<file path="src/rtl/if_stage.sv">
// if_stage -- instruction-fetch stage of the pipelined RV32I core.
//
// Holds the PC, drives the asynchronous-read instruction memory address and
// captures the returned word into the IF/ID pipeline register. Later stages
// can stall it, redirect it (branch/jump resolution) or halt it. Halting is
// sticky until reset.
//
// Optional feature macro: IF_BTB_EN
//   defined   : direct-mapped BTB (BTB_ENTRIES entries) predicts the next PC
//   undefined : next PC is always pc+4 and btb_upd_* are ignored
//
// Ports:
//   clk, reset         clock, synchronous active-high reset
//   imem_addr          instruction memory address (== pc, combinational)
//   imem_dout          instruction word for imem_addr, same cycle
//   stall              hold PC and IF/ID
//   redirect_valid/pc  correct next PC from EX (overrides stall)
//   halt_req           stop fetching permanently
//   btb_upd_valid/pc/target  BTB write port (resolved taken branch/jump)
//   if_id_*            IF/ID register: inst, pc, valid, pred_taken, pred_target
//   halted             fetch permanently stopped
module if_stage #(
  parameter logic [31:0] RESET_PC    = 32'h0000_0000,
  parameter int          BTB_ENTRIES = 16
) (
  input  logic        clk,
  input  logic        reset,
  output logic [31:0] imem_addr,
  input  logic [31:0] imem_dout,
  input  logic        stall,
  input  logic        redirect_valid,
  input  logic [31:0] redirect_pc,
  input  logic        halt_req,
  input  logic        btb_upd_valid,
  input  logic [31:0] btb_upd_pc,
  input  logic [31:0] btb_upd_target,
  output logic [31:0] if_id_inst,
  output logic [31:0] if_id_pc,
  output logic        if_id_valid,
  output logic        if_id_pred_taken,
  output logic [31:0] if_id_pred_target,
  output logic        halted
);

  localparam logic [31:0] NOP = 32'h0000_0013;

  typedef enum logic {RUN, HALTED} state_t;

  typedef struct packed {
    logic [31:0] inst;
    logic [31:0] pc;
    logic        valid;
    logic        pred_taken;
    logic [31:0] pred_target;
  } if_id_t;

  state_t      state, state_nxt;
  logic [31:0] pc, pc_nxt;
  if_id_t      if_id, if_id_nxt;
  logic        hit;
  logic [31:0] pred_next;

  assign imem_addr = pc;

`ifdef IF_BTB_EN
  localparam int IDX_W = $clog2(BTB_ENTRIES);
  localparam int TAG_W = 30 - IDX_W;

  logic [BTB_ENTRIES-1:0]            btb_vld;
  logic [BTB_ENTRIES-1:0][TAG_W-1:0] btb_tag;
  logic [BTB_ENTRIES-1:0][31:0]      btb_tgt;
  logic [IDX_W-1:0]                  rd_idx, wr_idx;

  assign rd_idx = pc[IDX_W+1:2];
  assign wr_idx = btb_upd_pc[IDX_W+1:2];

  // Lookup reads the registered contents, so a same-cycle update to the
  // same index is only visible from the next cycle on.
  assign hit       = btb_vld[rd_idx] && (btb_tag[rd_idx] == pc[31:IDX_W+2]);
  assign pred_next = hit ? btb_tgt[rd_idx] : pc + 32'd4;

  // Updates are accepted in HALTED as well; only reset blocks them.
  always_ff @(posedge clk) begin
    if (reset) begin
      btb_vld <= '0;
    end else if (btb_upd_valid) begin
      btb_vld[wr_idx] <= 1'b1;
      btb_tag[wr_idx] <= btb_upd_pc[31:IDX_W+2];
      btb_tgt[wr_idx] <= btb_upd_target;
    end
  end

  wire unused_bits = ^{redirect_pc[1:0], btb_upd_pc[1:0]};
`else
  assign hit       = 1'b0;
  assign pred_next = pc + 32'd4;

  wire unused_bits = ^{redirect_pc[1:0], btb_upd_valid, btb_upd_pc,
                       btb_upd_target, BTB_ENTRIES > 1};
`endif

  // Next state / next PC / next IF/ID. Priority: halt > redirect > stall.
  always_comb begin
    state_nxt = state;
    pc_nxt    = pc;
    if_id_nxt = if_id;
    if (state == RUN) begin
      if (halt_req) begin
        state_nxt       = HALTED;
        if_id_nxt.inst  = NOP;
        if_id_nxt.valid = 1'b0;
      end else if (redirect_valid) begin
        pc_nxt          = {redirect_pc[31:2], 2'b00};
        if_id_nxt.inst  = NOP;
        if_id_nxt.valid = 1'b0;
      end else if (!stall) begin
        pc_nxt                = pred_next;
        if_id_nxt.inst        = imem_dout;
        if_id_nxt.pc          = pc;
        if_id_nxt.valid       = 1'b1;
        if_id_nxt.pred_taken  = hit;
        if_id_nxt.pred_target = pred_next;
      end
    end
  end

  always_ff @(posedge clk) begin
    if (reset) begin
      state <= RUN;
      pc    <= RESET_PC;
      if_id <= '{inst: NOP, pc: '0, valid: 1'b0, pred_taken: 1'b0,
                 pred_target: '0};
    end else begin
      state <= state_nxt;
      pc    <= pc_nxt;
      if_id <= if_id_nxt;
    end
  end

  assign if_id_inst        = if_id.inst;
  assign if_id_pc          = if_id.pc;
  assign if_id_valid       = if_id.valid;
  assign if_id_pred_taken  = if_id.pred_taken;
  assign if_id_pred_target = if_id.pred_target;
  assign halted            = (state == HALTED);

endmodule
</file>
<file path="config.mk">
export PLATFORM = sky130hd
export DESIGN_NAME = if_stage
export DESIGN_NICKNAME = d
export VERILOG_FILES = /design/src/rtl/if_stage.sv
export SDC_FILE = /design/constraint.sdc
export NUM_CORES = 1
export LEC_CHECK = 0
export BUFFER_PORTS_ARGS = -buffer_cell sky130_fd_sc_hd__buf_2
export CAP_MARGIN = 20
export CORE_MARGIN = 2
export CORE_UTILIZATION = 40
export CTS_CLUSTER_DIAMETER = 100
export CTS_CLUSTER_SIZE = 24
export DETAILED_ROUTE_END_ITERATION = 10
export GPL_ROUTABILITY_DRIVEN = 0
export GPL_TIMING_DRIVEN = 1
export PLACE_DENSITY = 0.69
export SLEW_MARGIN = 20
export SYNTH_ARGS = -nofsm -noshare
export SYNTH_HDL_FRONTEND = slang
export SYNTH_SLANG_ARGS = --single-unit
</file>
<file path="constraint.sdc">
create_clock -name clk -period 3.9 [get_ports clk]
set_clock_uncertainty 0.1 [all_clocks]
set_input_delay 0.585 -clock clk [delete_from_list [all_inputs] [get_ports clk]]
set_output_delay 0.585 -clock clk [all_outputs]
set_load 0.01 [all_outputs]
</file>
Word-level counts from Yosys, hierarchy flattened:

Index checks and enable logic that the tools add are counted.

* register bits: 130
* bits in latches: 0
* memory bits (writable): 0
* ROM bits: 0
* input bits: 134
* output and inout bits: 131
* logic and storage cells: 25
* memories kept: 0

* add/sub/neg operators: 1
* multiply operators: 0
* divide/modulo/power cells: 0
* order comparisons: 0
* equality and inequality tests: 2
* shift-type cells: 0
* mux-type cells: 9
* bitwise gates (word level): 4
* reduce and logical (&&, ||, !) cells: 3

Operators by type and width (count)
* 32-bit 2-to-1 mux: 4
* 98-bit 2-to-1 mux: 1
* 32-bit by 3-bit adder with 32-bit output, second input constant: 1
* 1-bit 2-to-1 mux: 4
* 1-bit inverter: 4
* 4-bit AND reduction: 1
* 3-bit by 1-bit inequality test with 1-bit output, second input constant: 1
* 3-bit AND reduction: 1
* 2-bit by 1-bit inequality test with 1-bit output, second input constant: 1
* 2-bit AND reduction: 1

Depth between registers and ports, before layout:

Gate-level depths: netlist of the first run.

* word-level depth: 4
* depth in mapped cells: 8
* gate-level depth less buffers: 6

Worst setup path after synthesis of the first run:

No wires, ideal clock.

* kind: input port to flip-flop
* from: input redirect_valid
* to: register if_id, in the netlist if_id_pc[11]
* library setup time: 0.070 ns
* data arrival time: 2.035 ns
* required time: 3.730 ns
* setup slack: 1.695 ns
* stages on the path: 6
* path buffers: 3
* path through: buf_2 -> nor4_2 -> buf_2 -> buf_1 -> nand2_1 -> a21oi_1

* cells in the longest elaborated chain, start to end: 2

Ends and longest elaborated chain
* from (decl): RTL line 31 `input logic redirect_valid,`
* 1-bit inverter (no line)
* 4-bit AND reduction (no line)
* to (signal assigned): RTL line 131 `if_id <= '{inst: NOP, pc: '0, valid: 1'b0, pred_taken: 1'b0,`
* to (signal assigned): RTL line 136 `if_id <= if_id_nxt;`
* to (decl): RTL line 59 `if_id_t if_id, if_id_nxt;`

Every way passes these cells.
A chain may end at the register's enable or synchronous reset.

Final worst setup path of the first run:

* from: register pc[6], in the netlist imem_addr[6]
* to: register if_id, in the netlist if_id_pred_target[27]

* cells in the longest elaborated chain, start to end: 1

Ends and longest elaborated chain
* from (decl): RTL line 58 `logic [31:0] pc, pc_nxt;`
* from (signal assigned): RTL line 135 `pc <= pc_nxt;`
* 32-bit by 3-bit adder with 32-bit output: RTL line 96 `assign pred_next = pc + 32'd4;`

Every way passes these cells.

==> results of run 1 <==
==> worst max-delay path, cell delays in order (launching register included) <==
cell      delay (ns)
dfxtp_1         0.55
nand4_1         0.56
nor4_4          0.78
nand4_1         0.30
xor2_1          0.22
a211oi_1        0.23
==> cell usage in the layout, fill, tap and decap left out, drive strengths merged, types with 2 or more instances in the layout <==
cell type,Yosys,routed
xor2,13,13
buf,29,200
dfxtp,124,124
nor4,7,7
or4,2,2
conb,1,7
o31ai,4,4
a211oi,31,31
o41ai,2,2
a22oi,37,37
bufinv,0,2
clkinv,0,5
or3,7,7
nand2b,6,6
mux2i,3,3
clkbuf,42,22
o21ai,18,18
inv,4,4
nor3b,3,3
and4,3,3
and2,4,4
o221ai,2,2
a311oi,3,3
and3,5,5
a31oi,7,7
nor3,16,16
nand2,93,93
nand3,17,17
nand4,10,10
a21oi,49,49
nor2,98,98
a22o,3,3
a221oi,2,2
xnor2,10,10
o22ai,4,4
==> stage by stage <==
stage          hold WS [ns]   util  cells  area, µm²  power [mW]
5_1_grt               0.311  0.528   1010       7020        3.28
3_5_place_dp          0.343  0.485    980       6450        1.66
6_report              0.305  0.528   1010       7020        3.17
2_1_floorplan         0.381      -    675       5490        1.55
3_3_place_gp          0.339  0.485    980       6450        1.66
4_1_cts               0.286  0.528   1010       7020        3.19
==> flip-flops by register name (all words and copies together) (netlist names) <==
signal,cells
imem_addr,30
if_id_pred_target,30
if_id_pc,30
if_id_inst,32
if_id_valid,1
halted,1
==> metal layers <==
layer / track usage / part of all wire / up-vias
met5: 0 / 0.00082 / -
met4: 0.0814 / 0.017 / 2
met3: 0.0705 / 0.075 / 23
met2: 0.351 / 0.47 / 196
met1: 0.279 / 0.44 / 2504
li1: - / - / 2650
==> cell type report <==
cell class | count | area (µm²)
Fill cell | 1297 | 6280
Multi-Input combinational cell | 476 | 2690
Sequential cell | 124 | 2480
Timing Repair Buffer | 200 | 1040
Clock buffer | 22 | 474
Tap cell | 176 | 220
Clock inverter | 8 | 92.6
Inverter | 4 | 15.0
==> cell families (layout without fill, tap and decap cells) <==
| group | count (synthesis) | in the layout |
|---|---|---|
| simple gates | 274 | 274 |
| compound gates | 168 | 168 |
| flops | 124 | 124 |
| buf+inv | 75 | 234 |
| xor+xnor | 23 | 23 |
| mux | 3 | 3 |
| fa+ha+maj | 1 | 1 |
| other cells | 1 | 7 |
==> power by group <==
| part | total, mW | switching, mW | internal [mW] |
|---|---|---|---|
| registers | 1.36 | 0.0510 | 1.31 |
| logic | 0.274 | 0.163 | 0.111 |
| clock network | 1.53 | 0.558 | 0.976 |
| total | 3.17 | 0.772 | 2.40 |
==> worst max-delay path by stage <==
stage / startpoint / to
floorplan: redirect_valid / if_id_pc[11]
global placement: imem_addr[6] / if_id_pred_target[29]
finish: imem_addr[6] / if_id_pred_target[27]
CTS: imem_addr[6] / if_id_pred_target[29]
global route: imem_addr[6] / if_id_pred_target[29]
detailed placement: imem_addr[6] / if_id_pred_target[29]
==> reports/metrics.cfg, run 1 <==
[status]
status = completed

[worst_hold_path]
whs_endpoint = if_id_inst[1]
hold_start = imem_dout[1]
whs_path_depth = 3
hp-class = in2reg

[finish]
diodes = 0
area_delta_synth_final_pct = 28.4
nets = 958
drive_gt1_frac = 0.290

[route]
via_per_inst = 5.32
routed-via-count = 5375
drt_iter0_markers = 281
routedWlPerCell_um = 15.7
first_pass_iters = 5
drcViolationCount = 0
ant_nets = 0
routed_wl_um = 15900

[timing]
period_minus_slack_ns = 2.83
tightest_slew_ns = 0.907
tns_ns = 0
finalCritPeriodShare = 0.725
rsz0062_at_grt = false
relSlewSlack = 0.395
drv_slew = 0
finalHoldViolCount = 0
clock.fmax_mhz = 353
setup_viol = 0
finalWorstSetupSlack_ns = 1.07

[worst_setup_path]
cp_max_fo = 11
rr_worst_depth = 5
path_class = reg2reg
required_ns = 4.13
r2r-start = imem_addr[6]
r2r-end = if_id_pred_target[27]
arrival_ns = 3.06
cp-end-kind = flop
startpoint_type = flop
reg2reg_slack_ns = 1.07

[synthesis]
syn_avg_cell_area_um2 = 8.17
synthTopCellsByCount = dfxtp_1 (124), nor2_1 (98), nand2_1 (93)
synthAdderAreaFrac = 0.00229
yosysTopAreaCellShare = 0.454
ys_ff_latch = 124
yosys.area.top_type = dfxtp_1
async_flop_share = 0
yosys_warnings = 0
yosysMostFrequentCell = dfxtp_1
yosys-mux-area-fraction = 0.00549
synth_compound_area_frac = 0.201
synth_cell_types = 56
synth_edf_count = 0
synth_top_family_by_area = simple AND/OR/NAND/NOR gates
post_synth_and_or_nand_nor_area_fraction = 0.239
seq_area_frac_synth = 0.454
synthesis.area_um2 = 5470
synthCells = 669
synth-main-ff-cell = dfxtp_1
synthXorXnorAreaFrac = 0.0369
synth_area_leaders = dfxtp_1 (45%), nor2_1 (6.7%), nand2_1 (6.4%), a22oi_1 (5.1%), a21oi_1 (4.5%)

[clock_network]
clkLatencyLatePin_ns = 0.42
cts_resized = 0
hold_buffers = 0
clock_path_buffers = 2
path_clk_slew_ns = 0.06
post_cts_buffers = 0
numCtsBuffers = 17
cts_tree = built
root_buffer = clkbuf_16
clock_sinks = 124
htree_levels = 4

[global_route]
grt_antenna_before_repair = 1
grt_usage = 0.220
grt_pass1_wl_um = 25400
grt_max_degree = 72
grt_pass1_vias = 4903
grt_overflow = 0

[pwr]
p_leak_nw = 2.91
peakVddDrop_v = 0.000292
power_density_nw_per_um2 = 451

[die]
die_area_um2 = 14600
fp.dieW_um = 121
dieHeight_um = 121
num_io_pins = 265
initial_core_util = 0.411
std_cell_rows = 42
core-area_um2 = 13300

[place]
io_buffers = 190
pre_cts_ws_ns = 1.10
dpl.hpwl_um = 10900

[job]
cap_violations = 0

No activity file was read; power rests on OpenSTA's default activity.
==> inputs of run 2 (changes only) <==
--- a/config.mk
+++ b/config.mk
@@ -14,7 +14,7 @@
 export DETAILED_ROUTE_END_ITERATION = 10
 export GPL_ROUTABILITY_DRIVEN = 0
 export GPL_TIMING_DRIVEN = 1
-export PLACE_DENSITY = 0.69
+export PLACE_DENSITY = 0.72
 export SLEW_MARGIN = 20
 export SYNTH_ARGS = -nofsm -noshare
 export SYNTH_HDL_FRONTEND = slang
==> constraint.sdc (replaced) <==
create_clock -name clk -period 2.4 [get_ports clk]
set_clock_uncertainty 0.1 [all_clocks]
set_input_delay 0.36 -clock clk [delete_from_list [all_inputs] [get_ports clk]]
set_output_delay 0.36 -clock clk [all_outputs]
set_load 0.01 [all_outputs]
==> run 2 against run 1 <==
Via count up 3.1%. Fmax up 33%. Sequential power up 60%. Worst hold slack worse by 0.22 ns. Sequential cell count unchanged. Critical endpoint is now imem_addr[25]. Highest routed layer unchanged.
==> reports/metrics.cfg, run 2 (synthesis results as in run 1) <==
[finish]
nets = 990  ; was 958
drive_gt1_frac = 0.320  ; was 0.290
multiInputGateArea_um2 = 2690  ; unchanged
largest_register_ffs = 32  ; unchanged
area_delta_synth_final_pct = 34.0  ; was 28.4%
mostFrequentLayoutCell = buf_2  ; unchanged
postLayoutCellArea_um2 = 7330  ; was 7020 µm²
seq_area_um2 = 2480  ; unchanged
diodes = 0  ; unchanged
stdcell_count = 1044  ; was 1,010
fillerInstances = 1278  ; was 1,297
final_cell_mix = buf_2 (189), dfxtp_1 (124), nor2_1 (98)  ; unchanged
fin_util = 0.551  ; was 0.528

[timing]
finalHoldViolCount = 0  ; unchanged
clock.fmax_mhz = 471  ; was 353 MHz
drv_slew = 0  ; unchanged
setup_viol = 0  ; unchanged
rsz0062_at_grt = false  ; unchanged
hold_slack_ns = 0.0847  ; was 0.305 ns
tightest_slew_ns = 0.518  ; was 0.907 ns
finalCritPeriodShare = 0.885  ; was 0.725
period_minus_slack_ns = 2.12  ; was 2.83 ns
relSlewSlack = 0.654  ; was 0.395
tns_ns = 0  ; unchanged

[global_route]
grt_usage = 0.227  ; was 0.220
grt_max_degree = 43  ; was 72
grt_overflow = 0  ; unchanged
grt_antenna_before_repair = 2  ; was 1
grt_pass1_wl_um = 26200  ; was 25,400 µm
grt_pass1_vias = 5155  ; was 4,903

[clock_network]
htree_levels = 4  ; unchanged
hold_buffers = 0  ; unchanged
clkLatencyLatePin_ns = 0.42  ; about the same
numCtsBuffers = 17  ; unchanged
post_cts_buffers = 0  ; unchanged
cts_resized = 0  ; unchanged
path_clk_slew_ns = 0.06  ; about the same
root_buffer = clkbuf_16  ; unchanged
clock_sinks = 124  ; unchanged
cts_tree = built  ; unchanged
clock_path_buffers = 2  ; unchanged

[worst_setup_path]
cp-end-kind = flop  ; unchanged
required_ns = 2.65  ; was 4.13 ns
cp-startpoint = imem_addr[12]  ; was imem_addr[6]
path_class = reg2reg  ; unchanged
r2r-start = imem_addr[12]  ; was imem_addr[6]
cp_max_fo = 8  ; was 11
startpoint_type = flop  ; unchanged
arrival_ns = 2.37  ; was 3.06 ns

[pwr]
p_leak_nw = 3.08  ; was 2.91 nW
power_density_nw_per_um2 = 710  ; was 451 nW/µm²
peakVddDrop_v = 0.000428  ; was 0.000292 V

[place]
dpl.hpwl_um = 11500  ; was 10,900 µm
dpl_cell_area_um2 = 6740  ; was 6450 µm²
place_inst = 1012  ; was 980
io_buffers = 190  ; unchanged

[die]
std_cell_rows = 42  ; unchanged
die_area_um2 = 14600  ; unchanged
dieHeight_um = 121  ; unchanged
core-area_um2 = 13300  ; unchanged
fp.dieW_um = 121  ; unchanged
num_io_pins = 265  ; unchanged
initial_core_util = 0.411  ; unchanged

[worst_hold_path]
hp-class = in2reg  ; unchanged
hold_start = imem_dout[4]  ; was imem_dout[1]

[route]
met1_length_um = 7200  ; was 6990 µm
via_per_inst = 5.31  ; was 5.32
routed_wl_um = 16300  ; was 15,900 µm
routedWlPerCell_um = 15.6  ; was 15.7 µm
drt_iter0_markers = 396  ; was 281
first_pass_iters = 5  ; unchanged
route.met2.wl_um = 7520  ; was 7450 µm
top_layer_used = met5  ; unchanged
met3WireLength_um = 1210  ; was 1190 µm
routed-via-count = 5544  ; was 5,375
ant_nets = 0  ; unchanged
drcViolationCount = 0  ; unchanged

[status]
status = completed  ; unchanged

[job]
cap_violations = 0  ; unchanged

## run 2: cell count changes in the layout (fill, tap and decap cells not counted), sizes merged
cell,delta
clkinvlp,+4
clkbuf,-4
clkinv,+2
buf,+32
## run 2: path summary, 6_finish.rpt
kind	endpoint	slack (ns)	cells past startpoint
setup / recovery	imem_addr[25]	0.28	5
hold / removal	if_id_inst[4]	0.08	3
setup reg to reg	imem_addr[25]	0.28	5
hold reg to reg	if_id_pc[7]	0.35	2
## run 2: cell type report
class,count,area share
Clock buffer,18,0.0599
Tap cell,176,0.0301
Sequential cell,124,0.339
Timing Repair Buffer,232,0.182
Clock inverter,14,0.0202
Multi-Input combinational cell,476,0.367
Inverter,4,0.00205
## run 2: power breakdown
group / switching [mW] / internal, mW / total, mW / leakage, nW
Sequential: 0.0533 / 2.12 / 2.18 / 1.01
Combinational: 0.304 / 0.211 / 0.515 / 1.80
Clock: 0.960 / 1.55 / 2.51 / 0.274
## run 2: per-layer routing
metal	global-route usage	up-vias
met5	0	-
met4	0.0865	4
met3	0.0681	26
met2	0.357	212
met1	0.293	2593
li1	-	2709
## run 2: metrics by stage
step / power [mW] / setup WS, ns
global route: 5.41 / 0.129
CTS: 5.26 / 0.280
global placement: 2.73 / 0.304
floorplan: 2.51 / 0.212
detailed placement: 2.74 / 0.296
finish: 5.20 / 0.277
## run 2: worst max-delay path: stages (launching register included)
cell,delay [ns]
dfxtp_1,0.48
nand3_4,0.17
or3_4,0.43
or3_4,0.39
or3_1,0.32
a31oi_1,0.16
